## src/rtl/encoder_8to3_rr_pkg.sv

```systemverilog
// Shared constants, types and helpers for the round-robin 8-to-3 encoder.
package encoder_pkg;

    localparam int unsigned N    = 8;
    localparam int unsigned IDXW = $clog2(N);

    typedef logic [IDXW-1:0] idx_t;
    typedef logic [N-1:0]    req_t;

    typedef enum logic {
        EMPTY = 1'b0,
        FULL  = 1'b1
    } state_t;

    // One-hot decode of an index; the grant vector is always derived from this.
    function automatic req_t idx_to_onehot(input idx_t idx);
        req_t r;
        r      = '0;
        r[idx] = 1'b1;
        return r;
    endfunction

endpackage

```

## src/rtl/encoder_8to3_rr_rr_priority_find.sv

```systemverilog
// Rotating-priority search: first set request at or after ptr, wrapping at N.
module rr_priority_find
    import encoder_pkg::*;
(
    input  logic [N-1:0]    request,
    input  logic [IDXW-1:0] ptr,
    output logic            found,
    output logic [IDXW-1:0] idx
);

    logic [N-1:0] rot;
    idx_t         off;
    logic         hit;

    // Rotate so ptr lands at bit 0, find the lowest set bit, then un-rotate.
    always_comb begin
        rot   = '0;
        off   = '0;
        hit   = 1'b0;
        for (int unsigned i = 0; i < N; i++) begin
            rot[i] = request[idx_t'(i) + ptr];
        end
        for (int unsigned i = 0; i < N; i++) begin
            if (rot[i] && !hit) begin
                off = idx_t'(i);
                hit = 1'b1;
            end
        end
        found = |request;
        idx   = off + ptr;
    end

endmodule

```

## src/rtl/encoder_8to3_rr.sv

```systemverilog
// Round-robin 8-to-3 encoder with registered index/grant and valid/ready handshake.
module encoder_8to3_rr
    import encoder_pkg::*;
(
    input  logic            clk,
    input  logic            reset,
    input  logic            enable,
    input  logic [N-1:0]    request,
    input  logic            ready,
    output logic            valid,
    output logic [IDXW-1:0] encoded,
    output logic [N-1:0]    grant
);

    state_t state_q, state_d;
    idx_t   ptr_q, ptr_d;
    idx_t   encoded_q, encoded_d;
    req_t   grant_q, grant_d;

    logic   pick_found;
    idx_t   pick_idx;
    logic   load;

    rr_priority_find u_find (
        .request (request),
        .ptr     (ptr_q),
        .found   (pick_found),
        .idx     (pick_idx)
    );

    // Next-state: load when the slot is empty or being drained this edge.
    always_comb begin
        state_d   = state_q;
        ptr_d     = ptr_q;
        encoded_d = encoded_q;
        grant_d   = grant_q;
        load      = enable && pick_found && ((state_q == EMPTY) || ready);
        if (load) begin
            state_d   = FULL;
            encoded_d = pick_idx;
            grant_d   = idx_to_onehot(pick_idx);
            ptr_d     = pick_idx + idx_t'(1);
        end else if ((state_q == FULL) && ready) begin
            state_d = EMPTY;
            grant_d = '0;
        end
    end

    // State, pointer and output registers; async active-low clear.
    always_ff @(posedge clk or negedge reset) begin
        if (!reset) begin
            state_q   <= EMPTY;
            ptr_q     <= '0;
            encoded_q <= '0;
            grant_q   <= '0;
        end else begin
            state_q   <= state_d;
            ptr_q     <= ptr_d;
            encoded_q <= encoded_d;
            grant_q   <= grant_d;
        end
    end

    assign valid   = (state_q == FULL);
    assign encoded = encoded_q;
    assign grant   = grant_q;

endmodule
```

## config.mk

```make
export PLATFORM = sky130hd
export DESIGN_NAME = encoder_8to3_rr
export DESIGN_NICKNAME = d
export VERILOG_FILES = /design/src/rtl/encoder_8to3_rr_pkg.sv /design/src/rtl/encoder_8to3_rr_rr_priority_find.sv /design/src/rtl/encoder_8to3_rr.sv
export SDC_FILE = /design/constraint.sdc
export NUM_CORES = 1
export LEC_CHECK = 0
export BUFFER_PORTS_ARGS = -buffer_cell sky130_fd_sc_hd__buf_2
export CAP_MARGIN = 0
export CORE_MARGIN = 2
export CORE_UTILIZATION = 47
export DETAILED_ROUTE_END_ITERATION = 6
export GPL_ROUTABILITY_DRIVEN = 0
export PLACE_DENSITY_LB_ADDON = 0.08
export SYNTH_ARGS = -nofsm -noshare
export SYNTH_HDL_FRONTEND = slang
export SYNTH_SLANG_ARGS = --single-unit
```

## constraint.sdc

```tcl
create_clock -name clk -period 4.3 [get_ports clk]
set_input_delay 0.43 -clock clk [delete_from_list [all_inputs] [get_ports clk]]
set_output_delay 0.43 -clock clk [all_outputs]
set_load 0.03 [all_outputs]
```

# Yosys cells after proc, flatten, opt, wreduce, memory -nomap -nowiden
# Cells that the tools add are included.
[word_totals] ff_bits=15 input_bits=12 output_inout_bits=12 word_cells=81
[op_classes] add_sub_neg=9 order_cmp=10 muxes=36 bitwise_logic=1 n_reduce_logical=21
[ops] cell="< comparator 3 x 4 -> 1 bit, second input constant" count=9
[ops] cell="binary-select mux 1 bit (select 3 bit)" count=8
[ops] cell="2-to-1 mux 1 bit" count=19
[ops] cell="2-to-1 mux 8 bit" count=2
[ops] cell="adder 3 bit, first input constant" count=4
[ops] cell="2-to-1 mux 3 bit" count=4
[ops] cell="logical AND 1 bit" count=11
[ops] cell="OR reduction 8 bit" count=1
[ops] cell="logical NOT 1 bit" count=7
[ops] cell="adder 2 x 3 -> 3 bit, first input constant" count=2
[ops] cell="2-to-1 mux 2 bit" count=2
[ops] cell="adder 1 x 3 -> 3 bit, first input constant" count=1
[ops] cell="adder 3 x 1 -> 3 bit, second input constant" count=1
[ops] cell="adder 3 bit" count=1
[ops] cell="demux 1 bit (select 3 bit)" count=1
[ops] cell="greater-or-equal comparator 3 x 1 -> 1 bit, second input constant" count=1
[ops] cell="nonzero test 2 bit" count=1
[ops] cell="logical OR 1 bit" count=1
[ops] cell="inverter 1 bit" count=1

# Longest topological paths before layout
# Gate-level depths: netlist (run 1).
[depth] word_depth=30 mapped_depth=22 mapped_depth_nobuf=18

# Modules after synthesis
# A second synthesis (run 1) with hierarchy kept.
[hier_totals] cells_unflattened=104 area_unflattened_um2=1306.3
[by_module_without_submodules] module="encoder_8to3_rr" n_inst=1 cells_per_inst=43 area_per_inst_um2=658.1 seq_area_each_um2=375.4
[by_module_without_submodules] module="rr_priority_find" n_inst=1 cells_per_inst=61 area_per_inst_um2=648.1 seq_area_each_um2=0.0

# Worst setup path after synthesis (run 1)
# Ideal clock, no wire load.
[synth_timing] path_kind="register -> register" start="register ptr_q[0]" end="register ptr_q[2]" setup_ps=124 t_arrival_ps=4631 required_time_ps=4176 setup_slack_ps=-455 stages_incl_launch_ff=22 path_buffers=3 synth_period_minus_slack_ps=4755 path_cell_list="dfrtp_1 buf_6 clkbuf_1 inv_1 ha_1 buf_4 mux4_2 mux2_2 nor2_2 nand2_1 a211o_1 o221ai_1 o21a_1 ha_1 inv_1 fa_1 inv_1 ha_1 xnor2_1 a2111oi_0 o21ba_1 xnor2_1"
[synth_via] elab_chain_len=26 elab_cells_between_ends=53 classes_between="9 x add/sub; 30 x mux; 14 x reduce/logical"
[synth_rtl] element="from (decl)" line="encoder_8to3_rr.sv:16" rtl="idx_t ptr_q, ptr_d;"
[synth_rtl] element="from (signal assigned)" line="encoder_8to3_rr.sv:58" rtl="ptr_q <= ptr_d;"
[synth_rtl] element="branches (longest 24 deep; another with adder 1 x 3 -> 3 bit)"
[synth_rtl] element="adder 3 bit (*)" line="encoder_8to3_rr_rr_priority_find.sv:30" rtl="idx = off + ptr;"
[synth_rtl] element="via pick_idx[1]" line="encoder_8to3_rr.sv:21" rtl="idx_t pick_idx;"
[synth_rtl] element="adder 3 x 1 -> 3 bit (*)" line="encoder_8to3_rr.sv:42" rtl="ptr_d = pick_idx + idx_t'(1);"
# Mark *: on every way through the listed nets, which the timed path passes. The select of a mux whose other input is x is not followed.
# A chain may end at the register's enable or synchronous reset.

# Final worst setup path (run 1)
[layout_timing] start="register ptr_q[1]" end="register ptr_q[2]"
# Same word-level chain as after synthesis.

==> reports/results.md, run 1 <==
### Route
* 1370 um — met2 WL post-DR
* 0 — DRC violation count after routing
* 2930 um — Final Routed Wirelength
* 182 um — routed length on met3
* 0 — Antenna Nets Post-Route
* 1177 — DR vias
* met3 — top routing layer used
* 6.04 — Avg Vias per Cell
* 1370 um — wl on met1
* 4 — first-pass iteration count of the detailed router
* 15.0 um — average wire per cell in the routed design
* 53 — number of DRC markers after the initial detailed-route iteration

### STA
* 58.5% — max_slew headroom
* 2.42 ps — post-route clock skew
* 239 MHz — Max Clk Rate
* true — setup repair after global routing missed its margin
* 0 — number of failing setup endpoints in the final timing report
* 623 ps — worst-margin pin slew
* 4190 ps — Tmin final
* 34.6 ps — worst hold margin
* 97.4% — portion of the clock cycle consumed by the worst path in the final layout
* 0 — number of slew-limit violations in the final report
* 0 — number of endpoints with negative hold slack in the final report

### Finish
* 375 sq um — Register Area
* 22.1% — synthesis-to-layout area growth
* 0 — antenna diode instance count
* 42.1% — fraction of final layout cells with drive strength greater than 1
* 231 — filler instances
* 182 — final-stage net count
* 995 sq um — footprint of the multi-input gates

### Synthesis
* sky130_fd_sc_hd__dfrtp_1 — Main synth FF type
* 1370 sq um — post-synth design cell area
* 0 — number of warning messages in the yosys log
* 27.4% — sequential cell area fraction in the yosys report
* 10.4 sq um — average cell area after synthesis
* 100% — async set or reset register ratio after synthesis
* 149 — syn nets
* 0 — number of enable flip-flop cells after synthesis
* 132 — Post-Syn Instances
* 43 — distinct cell type count after synthesis
* 15 — flip-flop and latch count after synthesis

### Worst setup path
* 110 ps — slack of the worst reg-to-reg path
* reg -> reg — critical path start-end classification
* flip-flop — Startpoint Class
* 4360 ps — signal arrival time at the worst endpoint
* ptr_q[2] — reg-to-reg endpoint
* flip-flop — endpoint kind of the worst setup timing path
* 4470 ps — Critical Path RT
* 6 — critical-path maximum fanout
* ptr_q[1] — RR Startpoint
* 18 — depth of the most critical reg-to-reg path

### Clocking
* done — clock tree from TritonCTS
* 2 — maximum root-to-sink buffer count
* 1 — H-tree depth
* 80 ps — clock transition at the registers of the reported paths
* sky130_fd_sc_hd__clkbuf_4 — Clk Tree Root Cell
* 3 — total CTS buffers
* 280 ps — clock latency on the worst-skew pair
* 15 — Sinks on Clock Net
* 0 — number of buffers added to fix hold violations after cts

### GRT
* 17.7% — All-Layer GR Usage
* 4670 um — wire length of the first global-routing pass
* 0 — GRT Residual Overflow
* 0 — initial antenna violation count
* 17 — pin count of the biggest net entering global routing
* 995 — via count of the first global-routing pass

### Placed design
* 23 — quantity of I/O buffers inserted on ports
* 2210 um — total half-perimeter wirelength after legalization and detailed placement

### Floorplan
* 49.6% — initial standard-cell utilization of the core
* 2760 sq um — Core Box Area
* 3360 sq um — die area
* 58.0 um — Die Y
* 58.0 um — die outline width
* 19 — Core Rows
* 24 — number of top-level pins

### Outcome
* finished clean — result of the run

### Job
* 0 — maxcap violations

### Min path
* in -> async — Worst Hold Class

## cells by family after synthesis
logic type,count (synthesis),share of synthesized area [%]
simple gates,38,13.9
compound gates,30,17.6
mux,23,25.9
flops,15,27.4
buf+inv,14,5.03
xor+xnor,7,5.03
fa+ha+maj,5,5.12
## per-layer routing
layer  vias up  global-route usage (%)
met2        35                    26.3
met4         0                   0.997
met5         -                       0
met3         0                    4.02
met1       568                    27.7
li1        574                       -
## what timing repair did
item                                    4_1_cts  5_1_grt
setup buffers                                 0        6
endpoints found under the hold margin         0        0
endpoints found under the setup margin        0        1
resized for setup                             0        7
## cells in the final DEF, fill, tap and decap left out, types with 2 or more instances in the layout
cell type	Yosys	final
sky130_fd_sc_hd__buf_2	4	23
sky130_fd_sc_hd__nand2_1	15	15
sky130_fd_sc_hd__dfrtp_1	15	15
sky130_fd_sc_hd__buf_4	1	12
sky130_fd_sc_hd__mux4_2	9	9
sky130_fd_sc_hd__mux2i_1	8	8
sky130_fd_sc_hd__nand3_1	7	7
sky130_fd_sc_hd__a21oi_1	5	5
sky130_fd_sc_hd__mux2_2	5	4
sky130_fd_sc_hd__nand2b_1	3	3
sky130_fd_sc_hd__xor2_1	3	3
sky130_fd_sc_hd__o21ai_0	3	3
sky130_fd_sc_hd__nor2_1	3	3
sky130_fd_sc_hd__inv_1	7	3
sky130_fd_sc_hd__nor4_1	3	3
sky130_fd_sc_hd__o31ai_1	3	3
sky130_fd_sc_hd__a32o_1	3	3
sky130_fd_sc_hd__clkbuf_4	0	3
sky130_fd_sc_hd__inv_4	0	2
sky130_fd_sc_hd__mux2_4	1	2
sky130_fd_sc_hd__or2_1	2	2
sky130_fd_sc_hd__xnor2_1	3	2
sky130_fd_sc_hd__a211o_1	2	2
sky130_fd_sc_hd__inv_2	0	2
sky130_fd_sc_hd__o21ai_1	2	2
sky130_fd_sc_hd__nor3_1	2	2
sky130_fd_sc_hd__ha_4	0	2
## critical path: stages, from the launching register on
cell and delay [ps]:
sky130_fd_sc_hd__dfrtp_1 370, sky130_fd_sc_hd__inv_2 70, sky130_fd_sc_hd__ha_4 310, sky130_fd_sc_hd__mux4_2 490
sky130_fd_sc_hd__mux2_4 300, sky130_fd_sc_hd__nor2_4 110, sky130_fd_sc_hd__nand2_1 70, sky130_fd_sc_hd__a211o_1 320
sky130_fd_sc_hd__o221ai_2 160, sky130_fd_sc_hd__o21a_1 140, sky130_fd_sc_hd__ha_2 160, sky130_fd_sc_hd__inv_2 30
sky130_fd_sc_hd__fa_2 550, sky130_fd_sc_hd__inv_4 40, sky130_fd_sc_hd__ha_4 170, sky130_fd_sc_hd__xnor2_4 130
sky130_fd_sc_hd__a2111oi_2 320, sky130_fd_sc_hd__o21ba_1 200, sky130_fd_sc_hd__xnor2_1 120
## cell usage after synthesis, types with 4 or more instances
master / count / area share [%]
sky130_fd_sc_hd__dfrtp_1: 15 / 27
sky130_fd_sc_hd__inv_1: 7 / 1.9
sky130_fd_sc_hd__nand2_1: 15 / 4.1
sky130_fd_sc_hd__mux2i_1: 8 / 5.9
sky130_fd_sc_hd__buf_2: 4 / 1.5
sky130_fd_sc_hd__mux4_2: 9 / 15
sky130_fd_sc_hd__nand3_1: 7 / 2.6
sky130_fd_sc_hd__mux2_2: 5 / 4.1
sky130_fd_sc_hd__ha_1: 4 / 3.7
sky130_fd_sc_hd__a21oi_1: 5 / 1.8
## through the flow
stage | instances | instance area (sq um) | setup TNS [ps] | worst slack, ps | util, %
after floorplan | 132 | 1420 | -107 | -107 | -
after global placement | 185 | 1570 | 0 | 176 | 56.8
after detailed placement | 185 | 1570 | 0 | 104 | 56.8
after CTS | 189 | 1590 | 0 | 85.4 | 57.8
after global routing | 195 | 1670 | -88.5 | -88.5 | 60.6
final | 195 | 1670 | 0 | 110 | 60.6
## registers in the layout (all words and copies together) (netlist names)
| signal | cells |
|---|---|
| valid | 1 |
| ptr_q | 3 |
| encoded | 3 |
| grant | 8 |
## layout make-up
type | instances | area share, %
inverter | 7 | 1.87
multi-input combinational | 103 | 59.5
tap | 31 | 2.32
sequential | 15 | 22.5
timing repair buffer | 35 | 12.3
clock buffer | 4 | 1.57
## worst max-delay path by stage
stage / endpoint / slack, ps / depth (start not counted) / start
2_1_floorplan: ptr_q[2] / -110 / 21 / ptr_q[0]
3_3_place_gp: ptr_q[2] / 180 / 18 / ptr_q[1]
3_5_place_dp: ptr_q[2] / 100 / 18 / ptr_q[1]
4_1_cts: ptr_q[2] / 90 / 18 / ptr_q[1]
5_1_grt: ptr_q[2] / -90 / 18 / ptr_q[1]
6_report: ptr_q[2] / 110 / 18 / ptr_q[1]
Power of run 1 is not shown: default switching activity piles up to over one toggle a cycle in this logic, so the estimate is an artifact.
==> run 2: changes to the inputs <==
--- a/config.mk
+++ b/config.mk
@@ -12,6 +12,7 @@
 export DETAILED_ROUTE_END_ITERATION = 6
 export GPL_ROUTABILITY_DRIVEN = 0
 export PLACE_DENSITY_LB_ADDON = 0.08
+export REMOVE_ABC_BUFFERS = 1
 export SYNTH_ARGS = -nofsm -noshare
 export SYNTH_HDL_FRONTEND = slang
 export SYNTH_SLANG_ARGS = --single-unit
==> run 2 against run 1 <==
Compared with the run above:
- hold slack got worse by 2.7 ps
- sequential share of layout area rose by 1.1 points
- cell area fell by 4.9%
- fmax rose by 3.5%
- flip-flop and latch count did not move
- critical path depth did not move
- die area did not move
- global-route usage rose by 1.7 points
==> reports/results.md, run 2 (synthesized netlist as in run 1, its figures left out) <==
### Outcome
* finished clean — result of the run

### Floorplan
* 3360 sq um — die area, unchanged
* 2760 sq um — Core Box Area, unchanged
* 24 — number of top-level pins, unchanged
* 58.0 um — Die Y, unchanged
* 49.6% — initial standard-cell utilization of the core, unchanged
* 58.0 um — die outline width, unchanged
* 19 — Core Rows, unchanged

### STA
* 0 — number of slew-limit violations in the final report, unchanged
* 639 ps — worst-margin pin slew, +16.0 ps
* 3.54 ps — post-route clock skew, +1.12 ps
* 57.4% — max_slew headroom, -1.1 points
* 247 MHz — Max Clk Rate, +3.5%
* 31.8 ps — worst hold margin, -2.74 ps
* 4050 ps — Tmin final, -143 ps
* 0 ps — aggregate negative setup slack, unchanged
* 94.1% — portion of the clock cycle consumed by the worst path in the final layout, -3.3 points
* 253 ps — post-route setup slack, +143 ps
* 0 — number of endpoints with negative hold slack in the final report, unchanged
* 0 — number of failing setup endpoints in the final timing report, unchanged

### Clocking
* 1 — H-tree depth, unchanged
* 2 — maximum root-to-sink buffer count, unchanged
* 3 — total CTS buffers, unchanged
* sky130_fd_sc_hd__clkbuf_4 — Clk Tree Root Cell
* 90 ps — clock transition at the registers of the reported paths, about the same
* 0 — number of buffers added to fix hold violations after cts, unchanged
* done — clock tree from TritonCTS
* 15 — Sinks on Clock Net, unchanged
* 280 ps — clock latency on the worst-skew pair, about the same

### Finish
* 0 — antenna diode instance count, unchanged
* 36.5% — fraction of final layout cells with drive strength greater than 1, -5.6 points
* 16.2% — synthesis-to-layout area growth
* 190 — count of placed standard cells in the final layout, fillers left out, -2.6%
* sky130_fd_sc_hd__buf_2 — most common library cell in the layout ignoring fill and taps
* 177 — final-stage net count, -2.7%
* sky130_fd_sc_hd__buf_2, sky130_fd_sc_hd__nand2_1, sky130_fd_sc_hd__dfrtp_1 — highest-count cells in the layout ignoring fill and taps
* 8 — Largest register FFs, unchanged

### Route
* 0 — DRC violation count after routing, unchanged
* 6.08 — Avg Vias per Cell, +0.71%
* 2870 um — Final Routed Wirelength, -1.9%
* 1155 — DR vias, -1.9%
* 50 — number of DRC markers after the initial detailed-route iteration, -5.7%
* 4 — first-pass iteration count of the detailed router, unchanged
* 0 — Antenna Nets Post-Route, unchanged
* 15.1 um — average wire per cell in the routed design, +0.67%

### GRT
* 19.4% — All-Layer GR Usage, +1.7 points
* 0 — initial antenna violation count, unchanged
* 17 — pin count of the biggest net entering global routing, unchanged
* 5100 um — wire length of the first global-routing pass, +9.2%
* 1088 — via count of the first global-routing pass, +9.3%
* 0 — GRT Residual Overflow, unchanged

### Worst setup path
* sky130_fd_sc_hd__fa_1 — worst-path cell with the longest stage delay
* 250 ps — slack of the worst reg-to-reg path, +140 ps
* 4 — critical-path maximum fanout, -2
* inv_2, ha_4, mux4_2, mux2_2, nor2_2, nand2_1, a211o_1, o221ai_2, o21a_1, ha_1, inv_1, fa_1, inv_1, ha_1, xnor2_1, a2111oi_2, o21ba_1, xnor2_1 — series of cell instances along the critical path
* flip-flop — Startpoint Class
* reg -> reg — critical path start-end classification
* 4220 ps — signal arrival time at the worst endpoint, -140 ps
* 4470 ps — Critical Path RT, about the same
* flip-flop — endpoint kind of the worst setup timing path
* 490 ps — largest incremental delay on the critical path, -60 ps

### Job
* 0 — maxcap violations, unchanged

### Placed design
* 23 — quantity of I/O buffers inserted on ports, unchanged
* 186 — Cell Count Post-Placement, +0.54%
* 2260 um — total half-perimeter wirelength after legalization and detailed placement, +2.2%
* -8.78 ps — pre-CTS worst setup slack, -113 ps

### Min path
* in -> async — Worst Hold Class

run 2: final timing paths:
kind                            start    endpoint  depth (start not counted)
min reg2reg                encoded[0]  encoded[0]                          2
min                             reset    ptr_q[2]                          1
max in group asynchronous       reset    ptr_q[0]                          1
min in group clk               enable       valid                          3
max                          ptr_q[1]    ptr_q[2]                         18
max reg2reg                  ptr_q[1]    ptr_q[2]                         18
run 2: final cells by class:
cell class	instances	area [sq um]
Timing Repair Buffer	30	171
Multi-Input combinational cell	103	952
Sequential cell	15	375
Tap cell	31	38.8
Fill cell	237	1170
Inverter	7	26.3
Clock buffer	4	26.3
run 2: critical path: cells and delay by family (launching register included):
family | cells | cell delay [ps]
DFF | 1 | 370
and+or+nand+nor | 2 | 170
AOI/OAI and AO/OA | 5 | 1020
xor gates and xnor gates | 2 | 270
buffers and inverters | 3 | 200
muxes | 2 | 780
adders and majority gates | 4 | 1120
run 2: per-layer routing:
metal	wire length (um)	vias to the layer above	track usage [%]
li1	-	560	-
met1	1420	559	29.1
met2	1300	34	29.7
met3	144	2	4.02
met4	9	0	2.99
met5	0	-	0
run 2: per-stage QoR:
stage / area, sq um / util (%)
2_1_floorplan: 1330 / -
3_3_place_gp: 1530 / 55.6
3_5_place_dp: 1530 / 55.6
4_1_cts: 1560 / 56.5
5_1_grt: 1590 / 57.7
6_report: 1590 / 57.7
run 2: what timing repair did:
action / in CTS / in global routing
resized for setup: 0 / 7
pin swaps: 1 / 0
endpoints found under the setup margin: 1 / 1
setup buffers: 0 / 0
Power of run 2 is left out for the same reason.
==> run 3: changes to the inputs <==
--- a/config.mk
+++ b/config.mk
@@ -7,12 +7,15 @@
 export LEC_CHECK = 0
 export BUFFER_PORTS_ARGS = -buffer_cell sky130_fd_sc_hd__buf_2
 export CAP_MARGIN = 0
+export CORE_ASPECT_RATIO = 0.8
 export CORE_MARGIN = 2
 export CORE_UTILIZATION = 47
+export CTS_BUF_LIST = sky130_fd_sc_hd__clkbuf_2 sky130_fd_sc_hd__clkbuf_4 sky130_fd_sc_hd__clkbuf_8
 export DETAILED_ROUTE_END_ITERATION = 6
 export GPL_ROUTABILITY_DRIVEN = 0
 export PLACE_DENSITY_LB_ADDON = 0.08
 export REMOVE_ABC_BUFFERS = 1
+export SLEW_MARGIN = 20
 export SYNTH_ARGS = -nofsm -noshare
 export SYNTH_HDL_FRONTEND = slang
 export SYNTH_SLANG_ARGS = --single-unit
==> run 3 against run 2 <==
Compared with the run above:
- via count decreased by 1.2%
- non-clock buffer count increased by 1
- die area is essentially flat
- largest cell class unchanged
==> reports/results.md, run 3 (synthesized netlist as in run 1, its figures left out) <==
### GRT
* 1009 — via count of the first global-routing pass, -7.3%
* 0 — GRT Residual Overflow, unchanged
* 17 — pin count of the biggest net entering global routing, unchanged
* 18.8% — All-Layer GR Usage, -0.61 points
* 4820 um — wire length of the first global-routing pass, -5.4%
* 0 — initial antenna violation count, unchanged

### Floorplan
* 64.3 um — die outline width, +11%
* 52.3 um — Die Y, -9.8%
* 24 — number of top-level pins, unchanged
* 17 — Core Rows, -2
* 49.5% — initial standard-cell utilization of the core, -0.13 points
* 3360 sq um — die area, about the same
* 2770 sq um — Core Box Area, +0.27%

### Worst setup path
* 18 — number of cells on the critical path, unchanged
* compound AO/OA/AOI/OAI gates — family with the most delay on the worst path
* 220 ps — slack of the worst reg-to-reg path, -40 ps
* 18 — depth of the most critical reg-to-reg path, unchanged
* 4480 ps — Critical Path RT, about the same
* 7 — critical-path maximum fanout, +3
* 570 ps — largest incremental delay on the critical path, +80 ps
* 4260 ps — signal arrival time at the worst endpoint, +40 ps
* sky130_fd_sc_hd__fa_1 — worst-path cell with the longest stage delay
* 4 — crit path buf inv count, +1
* inv_1, ha_4, buf_6, mux4_2, mux2_2, a31o_4, a211o_1, o221ai_2, o21a_1, ha_1, inv_1, fa_1, inv_2, ha_1, xnor2_1, a2111oi_1, o21ba_1, xnor2_1 — series of cell instances along the critical path
* flip-flop — endpoint kind of the worst setup timing path
* reg -> reg — critical path start-end classification
* flip-flop — Startpoint Class

### Route
* 2940 um — Final Routed Wirelength, +2.5%
* 0 — DRC violation count after routing, unchanged
* 5.76 — Avg Vias per Cell, -5.2%
* 14.9 um — average wire per cell in the routed design, -1.6%
* 55 — number of DRC markers after the initial detailed-route iteration, +10%
* 0 — Antenna Nets Post-Route, unchanged
* 1141 — DR vias, -1.2%
* 4 — first-pass iteration count of the detailed router, unchanged

### STA
* 217 ps — post-route setup slack, -35.6 ps
* 0 — number of endpoints with negative hold slack in the final report, unchanged
* 5.52 ps — post-route clock skew, +1.98 ps
* 682 ps — worst-margin pin slew, +42.7 ps
* 245 MHz — Max Clk Rate, -0.87%
* 4080 ps — Tmin final, +35.6 ps
* false — setup repair after global routing missed its margin
* 54.5% — max_slew headroom, -2.8 points
* 95.0% — portion of the clock cycle consumed by the worst path in the final layout, +0.83 points
* 0 — number of slew-limit violations in the final report, unchanged
* 0 — number of failing setup endpoints in the final timing report, unchanged

### Finish
* 178 — final-stage net count, +0.56%
* sky130_fd_sc_hd__buf_2, sky130_fd_sc_hd__nand2_1, sky130_fd_sc_hd__dfrtp_1 — highest-count cells in the layout ignoring fill and taps
* sky130_fd_sc_hd__buf_2 — most common library cell in the layout ignoring fill and taps
* 956 sq um — footprint of the multi-input gates, +0.39%
* 37.5% — fraction of final layout cells with drive strength greater than 1, +1.0 points
* 375 sq um — Register Area, unchanged
* 254 — filler instances, +7.2%
* 0 — antenna diode instance count, unchanged
* 17.9% — synthesis-to-layout area growth
* 8 — Largest register FFs, unchanged

### Clocking
* sky130_fd_sc_hd__clkbuf_4 — Clk Tree Root Cell
* 90 ps — clock transition at the registers of the reported paths, about the same
* 15 — Sinks on Clock Net, unchanged
* 2 — maximum root-to-sink buffer count, unchanged
* 280 ps — clock latency on the worst-skew pair, about the same
* 3 — total CTS buffers, unchanged
* 0 — number of buffers added to fix hold violations after cts, unchanged
* 1 — H-tree depth, unchanged
* done — clock tree from TritonCTS

### Job
* 0 — maxcap violations, unchanged

### Placed design
* 19.5 ps — pre-CTS worst setup slack, +28.3 ps
* 23 — quantity of I/O buffers inserted on ports, unchanged
* 2370 um — total half-perimeter wirelength after legalization and detailed placement, +5.0%

### Min path
* in -> async — Worst Hold Class

### Outcome
* finished clean — result of the run

==> run 3: final timing paths <==
path,startpoint,end
worst max-delay path,ptr_q[0],ptr_q[2]
worst min-delay path,reset,ptr_q[2]
worst max register to register,ptr_q[0],ptr_q[2]
worst min register to register,grant[3],grant[3]
max in group asynchronous,reset,valid
min in group clk,enable,valid
==> run 3: what timing repair did <==
item | CTS | global route
pin swaps | 0 | 4
gates resized for setup | 1 | 8
setup buffers | 0 | 0
endpoints found under the setup margin | 1 | 1
==> run 3: cell type report <==
type / instances / area share [%]
Clock buffer: 4 / 1.86
Tap cell: 38 / 2.95
Sequential cell: 15 / 23.3
Timing Repair Buffer: 31 / 11.1
Multi-Input combinational cell: 103 / 59.2
Inverter: 7 / 1.63
==> run 3: worst reg2reg max path: cells and delay by family (launching register included) <==
family,cells,cell delay (ps)
AOI/OAI and AO/OA,6,1240
adders and majority gates,4,1200
muxes,2,620
DFF,1,350
buffers and inverters,4,330
xor gates and xnor gates,2,260
==> run 3: layer usage <==
| metal | up-vias | track usage, % | routed length, um |
|---|---|---|---|
| met5 | - | 0 | 0 |
| met4 | 0 | 1.06 | 19 |
| met3 | 4 | 3.87 | 121 |
| met2 | 26 | 30.4 | 1340 |
| met1 | 547 | 27.4 | 1460 |
| li1 | 564 | - | - |
==> run 3: metrics by stage <==
step                area (sq um)  util (%)  hold slack [ps]  TNS, ps  instances
finish                      1610      58.4             32.0        0        198
global route                1610      58.4             54.5        0        198
CTS                         1590      57.6             43.6        0        198
global placement            1550      56.0              343        0        194
detailed placement          1550      56.0              357        0        194
floorplan                   1330         -              134     -475        125
Power of run 3 is left out for the same reason.
